File: src/rtl/mem_req_tracker.sv
// In-order request/response tracker: queues request addresses, checks responses against the oldest entry.
// Optional MEM_REQ_TRACKER_LATENCY_EN adds per-entry cycle stamps and last/max latency outputs.
module mem_req_tracker #(
  parameter int unsigned ADDRESS_BITS = 12,
  parameter int unsigned DEPTH        = 4,
  parameter int unsigned CNT_BITS     = 32
) (
  input  logic                      clock,
  input  logic                      reset,
  input  logic                      req_valid,
  input  logic [ADDRESS_BITS-1:0]   req_addr,
  input  logic                      rsp_valid,
  input  logic [ADDRESS_BITS-1:0]   rsp_addr,
  input  logic                      flush,
  input  logic                      err_clear,
  output logic [$clog2(DEPTH):0]    outstanding,
  output logic                      full,
  output logic                      empty,
  output logic [ADDRESS_BITS-1:0]   head_addr,
  output logic                      err_overflow,
  output logic                      err_underflow,
  output logic                      err_mismatch,
  output logic [ADDRESS_BITS-1:0]   err_addr,
  output logic [CNT_BITS-1:0]       req_count,
  output logic [CNT_BITS-1:0]       rsp_count
`ifdef MEM_REQ_TRACKER_LATENCY_EN
  ,
  output logic [CNT_BITS-1:0]       last_latency,
  output logic [CNT_BITS-1:0]       max_latency
`endif
);

  localparam int unsigned IDX_W = $clog2(DEPTH);
  localparam int unsigned PTR_W = IDX_W + 1;

  logic [ADDRESS_BITS-1:0] mem_q [DEPTH];
  logic [ADDRESS_BITS-1:0] mem_d [DEPTH];
  logic [PTR_W-1:0]        wr_ptr_q, wr_ptr_d;
  logic [PTR_W-1:0]        rd_ptr_q, rd_ptr_d;
  logic [PTR_W-1:0]        outstanding_q, outstanding_d;
  logic                    full_q, full_d;
  logic                    empty_q, empty_d;
  logic                    err_overflow_q, err_overflow_d;
  logic                    err_underflow_q, err_underflow_d;
  logic                    err_mismatch_q, err_mismatch_d;
  logic [ADDRESS_BITS-1:0] err_addr_q, err_addr_d;
  logic [CNT_BITS-1:0]     req_count_q, req_count_d;
  logic [CNT_BITS-1:0]     rsp_count_q, rsp_count_d;

  logic [IDX_W-1:0]        wr_idx;
  logic [IDX_W-1:0]        rd_idx;
  logic [ADDRESS_BITS-1:0] head_c;
  logic                    pop_c;
  logic                    match_c;
  logic                    mism_c;
  logic                    push_c;
  logic                    new_ovf_c;
  logic                    new_unf_c;

  assign wr_idx = wr_ptr_q[IDX_W-1:0];
  assign rd_idx = rd_ptr_q[IDX_W-1:0];
  assign head_c = empty_q ? '0 : mem_q[rd_idx];

  // Event decode; flush suppresses every queue action and error in its cycle.
  assign pop_c     = !flush && rsp_valid && !empty_q;
  assign match_c   = pop_c && (rsp_addr == head_c);
  assign mism_c    = pop_c && (rsp_addr != head_c);
  assign new_unf_c = !flush && rsp_valid && empty_q;
  assign push_c    = !flush && req_valid && (!full_q || pop_c);
  assign new_ovf_c = !flush && req_valid && full_q && !pop_c;

  always_comb begin
    mem_d           = mem_q;
    wr_ptr_d        = wr_ptr_q;
    rd_ptr_d        = rd_ptr_q;
    err_overflow_d  = err_overflow_q;
    err_underflow_d = err_underflow_q;
    err_mismatch_d  = err_mismatch_q;
    err_addr_d      = err_addr_q;
    req_count_d     = req_count_q;
    rsp_count_d     = rsp_count_q;

    if (flush) begin
      wr_ptr_d = '0;
      rd_ptr_d = '0;
    end else begin
      if (push_c) begin
        mem_d[wr_idx] = req_addr;
        wr_ptr_d      = wr_ptr_q + PTR_W'(1);
        req_count_d   = req_count_q + CNT_BITS'(1);
      end
      if (pop_c) begin
        rd_ptr_d = rd_ptr_q + PTR_W'(1);
      end
      if (match_c) begin
        rsp_count_d = rsp_count_q + CNT_BITS'(1);
      end

      // Sticky flags: a new error in the clearing cycle still sets.
      err_overflow_d  = (err_overflow_q  && !err_clear) || new_ovf_c;
      err_underflow_d = (err_underflow_q && !err_clear) || new_unf_c;
      err_mismatch_d  = (err_mismatch_q  && !err_clear) || mism_c;
      if (mism_c && (!err_mismatch_q || err_clear)) begin
        err_addr_d = rsp_addr;
      end else if (err_clear) begin
        err_addr_d = '0;
      end
    end

    outstanding_d = wr_ptr_d - rd_ptr_d;
    full_d        = (outstanding_d == PTR_W'(DEPTH));
    empty_d       = (outstanding_d == '0);
  end

  always_ff @(posedge clock) begin
    if (reset) begin
      for (int i = 0; i < int'(DEPTH); i++) mem_q[i] <= '0;
      wr_ptr_q        <= '0;
      rd_ptr_q        <= '0;
      outstanding_q   <= '0;
      full_q          <= 1'b0;
      empty_q         <= 1'b1;
      err_overflow_q  <= 1'b0;
      err_underflow_q <= 1'b0;
      err_mismatch_q  <= 1'b0;
      err_addr_q      <= '0;
      req_count_q     <= '0;
      rsp_count_q     <= '0;
    end else begin
      mem_q           <= mem_d;
      wr_ptr_q        <= wr_ptr_d;
      rd_ptr_q        <= rd_ptr_d;
      outstanding_q   <= outstanding_d;
      full_q          <= full_d;
      empty_q         <= empty_d;
      err_overflow_q  <= err_overflow_d;
      err_underflow_q <= err_underflow_d;
      err_mismatch_q  <= err_mismatch_d;
      err_addr_q      <= err_addr_d;
      req_count_q     <= req_count_d;
      rsp_count_q     <= rsp_count_d;
    end
  end

`ifdef MEM_REQ_TRACKER_LATENCY_EN
  logic [CNT_BITS-1:0] stamp_q [DEPTH];
  logic [CNT_BITS-1:0] stamp_d [DEPTH];
  logic [CNT_BITS-1:0] now_q, now_d;
  logic [CNT_BITS-1:0] last_latency_q, last_latency_d;
  logic [CNT_BITS-1:0] max_latency_q, max_latency_d;
  logic [CNT_BITS-1:0] latency_c;
  logic [CNT_BITS-1:0] max_base_c;

  assign latency_c = now_q - stamp_q[rd_idx];

  // Stamps are only meaningful between push and pop; a flush orphans them via the pointer reset.
  always_comb begin
    stamp_d        = stamp_q;
    now_d          = now_q + CNT_BITS'(1);
    last_latency_d = last_latency_q;
    max_base_c     = (err_clear && !flush) ? '0 : max_latency_q;
    max_latency_d  = max_base_c;
    if (push_c) begin
      stamp_d[wr_idx] = now_q;
    end
    if (match_c) begin
      last_latency_d = latency_c;
      if (latency_c > max_base_c) begin
        max_latency_d = latency_c;
      end
    end
  end

  always_ff @(posedge clock) begin
    if (reset) begin
      for (int i = 0; i < int'(DEPTH); i++) stamp_q[i] <= '0;
      now_q          <= '0;
      last_latency_q <= '0;
      max_latency_q  <= '0;
    end else begin
      stamp_q        <= stamp_d;
      now_q          <= now_d;
      last_latency_q <= last_latency_d;
      max_latency_q  <= max_latency_d;
    end
  end

  assign last_latency = last_latency_q;
  assign max_latency  = max_latency_q;
`endif

  assign outstanding   = outstanding_q;
  assign full          = full_q;
  assign empty         = empty_q;
  assign head_addr     = head_c;
  assign err_overflow  = err_overflow_q;
  assign err_underflow = err_underflow_q;
  assign err_mismatch  = err_mismatch_q;
  assign err_addr      = err_addr_q;
  assign req_count     = req_count_q;
  assign rsp_count     = rsp_count_q;

endmodule

File: config.mk
export PLATFORM = sky130hd
export DESIGN_NAME = mem_req_tracker
export DESIGN_NICKNAME = d
export VERILOG_FILES = /design/src/rtl/mem_req_tracker.sv
export SDC_FILE = /design/constraint.sdc
export NUM_CORES = 1
export LEC_CHECK = 0
export CAP_MARGIN = 20
export CORE_MARGIN = 2
export CORE_UTILIZATION = 57
export DETAILED_ROUTE_END_ITERATION = 7
export DONT_BUFFER_PORTS = 1
export GPL_ROUTABILITY_DRIVEN = 0
export PLACE_DENSITY = 0.75
export SYNTH_ARGS = -nofsm -noshare
export SYNTH_HDL_FRONTEND = slang
export SYNTH_SLANG_ARGS = --single-unit
File: constraint.sdc
create_clock -name clock -period 3 [get_ports clock]
set_input_delay 0.45 -clock clock [delete_from_list [all_inputs] [get_ports clock]]
set_output_delay 0.45 -clock clock [all_outputs]
set_load 0.01 [all_outputs]
==> results_dict.tcl, run 1 <==
set metrics [dict create \
    track_usage_pct 26.46 \
    synth_top_flop_cell "dfxtp_1" \
    synthesis.area_sq_mm 0.006440 \
    core-area_sq_mm 0.01094 \
    dpl_worst_slack_ns 0.03202 \
    ys_ff_latch 138 \
    io_pins 126 \
    hp-class "in -> reg" \
    fill_cells 906 \
    drt-initial-drc-count 728 \
    cts_buffer_depth 2 \
    synthDistinctLibCells 50 \
    critPathLaunchType "register" \
    yosysWarnings 0 \
    grt_max_degree 131 \
    hold_violations 0 \
    postRouteAntennaNets 0 \
    clock-sinks 138 \
    ctsHoldBuffers 0 \
    layout.nets 777 \
    async_flop_share_pct 0 \
    p_leak_nw 2.422 \
    cts_tree "built" \
    finClkSkew_ns 0.007902 \
    power_w 0.003931 \
    slew_headroom_pct 62.53 \
    first_global_vias 5044 \
    antenna_found_initial 0 \
    synth_edf_count 0 \
    finalSetupViolations 0 \
    cts-htree-levels 4 \
    stdcell_count 891 \
    die_h_um 110.3 \
    grt_pass1_wl_um 24740 \
    power_density_mw_per_mm2 540.6 \
    setup.worst_path.class "reg -> reg" \
    layout_setup_ws_ns 0.03661 \
    period_share_pct 98.78 \
    overflow 0 \
    maxCapViolCount 0 \
    diodes 0 \
    area_delta_synth_final_pct 12.92 \
    layout-drive-gt1-share_pct 11.05 \
    start_util_pct 58.89 \
    root_buffer "clkbuf_16" \
    drt-vias-per-instance 6.367 \
    rsz0062_at_grt "yes" \
    yosysSeqAreaShare_pct 42.90 \
    ir_drop_mv 0.3807 \
    clock_latency_ns 0.42 \
    arrival_ns 3.32 \
    drc 0 \
    period_minus_slack_ns 2.963 \
    slew_viol_final 0 \
    fin_setup_tns_ns 0 \
    dp_cells 853 \
    dp_hpwl_um 11230 \
    wl_per_cell_um 18.83 \
    rows 38 \
    worstMarginPinSlew_ns 0.5620 \
    end_kind "register" \
    crit_fanout 8 \
    status "finished clean" \
    dieArea_sq_mm 0.01216 \
    cp.required_ns 3.35 \
    port_buffers 0 \
    synth_cells 751 \
    wirelength_um 16780 \
    fmax_mhz 337.5 \
    numCtsBuffers 17 \
    dr.pass1.iters 5 \
    syn-num-nets 790 \
    vias 5673 \
    synth.avg_cell_area_sq_um 8.575 \
    die_w_um 110.3 \
    cts.clk_slew.worst_paths_ns 0.06 \
]
==> state kept, by name, summed over array words and instances, names as in the netlist <==
signal	count
wr_ptr_q	3
req_count	32
empty	1
full	1
outstanding	3
err_addr	12
rd_ptr_q	3
err_overflow	1
err_mismatch	1
mem_q	48
rsp_count	32
err_underflow	1
==> cell usage in the layout (no fill, tap or decap), types with 18 or more instances in the layout <==
| master | synthesis | routed |
|---|---|---|
| clkbuf_16 | 0 | 21 |
| nand2_1 | 85 | 85 |
| nand3_1 | 61 | 61 |
| nand4_1 | 22 | 22 |
| and2_1 | 18 | 18 |
| xnor2_1 | 20 | 19 |
| nor2_1 | 44 | 44 |
| dfxtp_1 | 138 | 137 |
| o31ai_1 | 23 | 23 |
| or4_1 | 23 | 23 |
| a21oi_1 | 84 | 82 |
| inv_1 | 33 | 33 |
| xor2_1 | 18 | 18 |
==> Yosys cell counts (13+ instances only) <==
cell / instances / area share [%]
dfxtp_1: 138 / 43
nand2_1: 85 / 5.0
a21oi_1: 84 / 6.5
nand3_1: 61 / 4.7
clkbuf_1: 44 / 2.6
nor2_1: 44 / 2.6
inv_1: 33 / 1.9
o31ai_1: 23 / 2.7
or4_1: 23 / 2.7
nand4_1: 22 / 2.1
xnor2_1: 20 / 2.7
and2_1: 18 / 1.7
xor2_1: 18 / 2.4
o21ai_0: 13 / 1.0
==> what timing repair did <==
action / CTS / global route
gates resized for setup: 0 / 13
setup buffers: 0 / 2
endpoints found under the setup margin: 0 / 24
==> per-layer routing <==
| layer | vias to the layer above | routed length [um] | GRT usage (%) |
|---|---|---|---|
| met5 | - | 0 | 0 |
| met4 | 0 | 422 | 11.25 |
| met3 | 36 | 1532 | 9.759 |
| met2 | 254 | 7885 | 41.19 |
| met1 | 2704 | 6935 | 33.06 |
| li1 | 2679 | - | - |
==> per-stage QoR <==
step                hold WS (ns)  instance area [sq um]  utilization (%)
floorplan                 0.4331                   6440                -
global placement          0.4421                   6531            59.73
detailed placement        0.4438                   6531            59.73
CTS                      0.09005                   7076            64.70
global route             0.09323                   7272            66.50
finish                   0.09900                   7272            66.50
==> kinds of logic (layout without fill, tap and decap cells) <==
logic type / after synthesis / in the layout / synth area share (%)
simple gates: 313 / 313 / 25.39
buf+inv: 84 / 84 / 5.304
mux: 15 / 15 / 4.682
fa+ha+maj: 9 / 9 / 1.865
flops: 138 / 138 / 42.90
xor+xnor: 38 / 38 / 5.168
compound gates: 154 / 154 / 14.69
==> area by class of cell <==
cell class,instances,area (sq um),area share (%)
tap,140,175.2,2.409
clock inverter,8,42.54,0.5850
timing repair buffer,19,237.7,3.269
sequential,138,2766,38.04
inverter,33,123.9,1.703
clock buffer,24,501.7,6.900
multi-input combinational,529,3425,47.09
==> critical path: stages, from the launching register on <==
cell       delay, ns
dfxtp_4         0.38
buf_12          0.14
mux4_2          0.57
nor4b_4         0.27
a41oi_2         0.07
a22oi_2         0.32
nand4_4         0.24
clkbuf_16       0.23
or4_1           0.52
a21oi_1         0.15
==> final timing paths <==
check | startpoint | endpoint | slack, ns | depth (start not counted)
worst min register to register | mem_q[21] | mem_q[21] | 0.46 | 2
worst max-delay path | rd_ptr_q[0] | rsp_count[17] | 0.04 | 9
worst min-delay path | reset | rsp_count[13] | 0.1 | 1
worst max register to register | rd_ptr_q[0] | rsp_count[17] | 0.04 | 9
==> power by group <==
part	total [W]	switching [W]	leakage, nW	internal, W
registers	0.00187	0.0000220	1.11	0.00185
logic	0.000152	0.0000925	1.03	0.0000597
clock network	0.00190	0.000750	0.275	0.00115
total	0.00393	0.000865	2.42	0.00307
Note: power is estimated with default switching activity, not from simulation.
==> run 2, diff against run 1 <==
--- a/config.mk
+++ b/config.mk
@@ -5,9 +5,8 @@
 export SDC_FILE = /design/constraint.sdc
 export NUM_CORES = 1
 export LEC_CHECK = 0
-export CAP_MARGIN = 20
 export CORE_MARGIN = 2
-export CORE_UTILIZATION = 57
+export CORE_UTILIZATION = 59
 export DETAILED_ROUTE_END_ITERATION = 7
 export DONT_BUFFER_PORTS = 1
 export GPL_ROUTABILITY_DRIVEN = 0
==> constraint.sdc (replaced) <==
create_clock -name clock -period 3.4 [get_ports clock]
set_input_delay 0.51 -clock clock [delete_from_list [all_inputs] [get_ports clock]]
set_output_delay 0.51 -clock clock [all_outputs]
set_load 0.01 [all_outputs]
==> run 2 against run 1 <==
Sequential power is 12% lower. Hold slack got worse by 0.047 ns. Critical path depth unchanged. Sequential share of layout area rose by 0.93 points. Fmax decreased by 9.1%. Final cell count shrank 1.5%. Sequential cell count stayed put.
==> results_dict.tcl, run 2 (synthesis results as in run 1) <==
set metrics [dict create \
    period_minus_slack_ns 3.260 \
    dr.pass1.iters 5 \
    cts-htree-levels 4 \
    dp_hpwl_um 10880 \
    fill_cells 901 \
    crit_start "rd_ptr_q[0]" \
    fmax_mhz 306.7 \
    end_kind "register" \
    hp-class "in -> reg" \
    clock-sinks 138 \
    drc 0 \
    start_util_pct 59.93 \
    vias 5548 \
    io_pins 126 \
    maxCapViolCount 0 \
    layout.nets 764 \
    postCtsSetupBuffers 0 \
    power.share.switching_pct 21.03 \
    timing.rr.end "rsp_count[31]" \
    cts.clk_slew.worst_paths_ns 0.06 \
    diodes 0 \
    dieArea_sq_mm 0.01177 \
    grt_pass1_wl_um 25000 \
    root_buffer "clkbuf_8" \
    p_leak_nw 2.306 \
    finClkSkew_ns 0.005468 \
    crit_path_end "rsp_count[31]" \
    cts_resized 0 \
    final_cell_mix "dfxtp_1, nand2_1, a21oi_1" \
    track_usage_pct 27.01 \
    core-area_sq_mm 0.01075 \
    worstMarginPinSlew_ns 0.9295 \
    postRouteAntennaNets 0 \
    cts_tree "built" \
    largest_register_ffs 48 \
    r2r-start "rd_ptr_q[0]" \
    fin_setup_tns_ns 0 \
    reg2reg_slack_ns 0.14 \
    arrival_ns 3.68 \
    final_area_sq_mm 0.007089 \
    port_buffers 0 \
    layout_commonest_cell "dfxtp_1" \
    first_global_vias 5098 \
    top_register "mem_q" \
    cp.required_ns 3.82 \
    slew_viol_final 0 \
    clock_latency_ns 0.53 \
    ctsHoldBuffers 0 \
    die_h_um 108.5 \
    drt-vias-per-instance 6.319 \
    wl_per_cell_um 18.00 \
    layout-drive-gt1-share_pct 8.672 \
    pwr-share-comb_pct 3.3 \
    rows 38 \
    critPathLaunchType "register" \
    die_w_um 108.5 \
    hold_violations 0 \
    slew_headroom_pct 38.04 \
    numCtsBuffers 17 \
    grt_max_degree 131 \
    internal-power_w 0.002948 \
    period_share_pct 95.89 \
    wirelength_um 15800 \
    regArea_sq_mm 0.002763 \
    status "finished clean" \
    pwr-share-seq_pct 44.2 \
    overflow 0 \
    crit_fanout 59 \
    ir_drop_mv 0.3255 \
    drt-initial-drc-count 650 \
    multi_input_area_sq_mm 0.003347 \
    rsz0062_at_grt "no" \
    power_w 0.003733 \
    antenna_found_initial 0 \
    p_switching_w 0.0007851 \
    finalSetupViolations 0 \
    rr_worst_depth 9 \
    area_delta_synth_final_pct 10.08 \
    cts_buffer_depth 2 \
    place_area_sq_mm 0.006454 \
    power_density_mw_per_mm2 526.5 \
    clkPwrFrac_pct 52.5 \
    setup.worst_path.class "reg -> reg" \
]
## run 2: area by class of cell
class / count / share of cell area (%)
clock buffers: 21 / 6.618
repair buffers: 6 / 0.6354
multi-input cells: 529 / 47.21
flip-flops and latches: 138 / 38.97
clock inverters: 11 / 2.347
well taps: 140 / 2.471
inverters: 33 / 1.747
## run 2: stage by stage
step	util [%]	instances	hold WS, ns	worst slack [ns]
2_1_floorplan	-	751	0.4331	0.6113
4_1_cts	65.98	878	0.04095	0.2113
3_3_place_gp	60.06	846	0.4389	0.4758
6_report	65.98	878	0.05196	0.1398
3_5_place_dp	60.06	846	0.4430	0.2271
5_1_grt	65.98	878	0.03674	0.03665
## run 2: worst min path at each step
stage,to,start,slack [ns],depth (start not counted)
6_report,rsp_count[13],reset,0.05,1
5_1_grt,rsp_count[13],reset,0.04,1
4_1_cts,rd_ptr_q[2],flush,0.04,1
3_5_place_dp,mem_q[33],mem_q[33],0.44,2
3_3_place_gp,mem_q[32],mem_q[32],0.44,2
2_1_floorplan,mem_q[12],mem_q[12],0.43,2
## run 2: worst max-delay path: stages (launching register included)
cell	delay [ns]
dfxtp_1	0.32
buf_4	0.26
mux4_2	0.57
nor4b_1	0.44
a31oi_1	0.11
a22oi_2	0.28
nand4_2	0.12
buf_4	0.29
nor4_1	0.36
mux2_2	0.37
## run 2: power groups by stage
stage / clock, W / sequential (W) / combinational (W)
6_report: 0.00196 / 0.00165 / 0.000123
5_1_grt: 0.00205 / 0.00165 / 0.000138
4_1_cts: 0.00197 / 0.00165 / 0.000124
3_5_place_dp: 0 / 0.00169 / 0.000123
3_3_place_gp: 0 / 0.00169 / 0.000119
2_1_floorplan: 0 / 0.00168 / 0.000120
## run 2: layer usage
metal  global-route usage (%)  vias up  part of all wire (%)
li1                         -     2642                     -
met1                    35.10     2633                    42
met2                    41.21      248                    46
met3                    10.37       25                    11
met4                    9.158        0                   1.7
met5                        0        -                     0
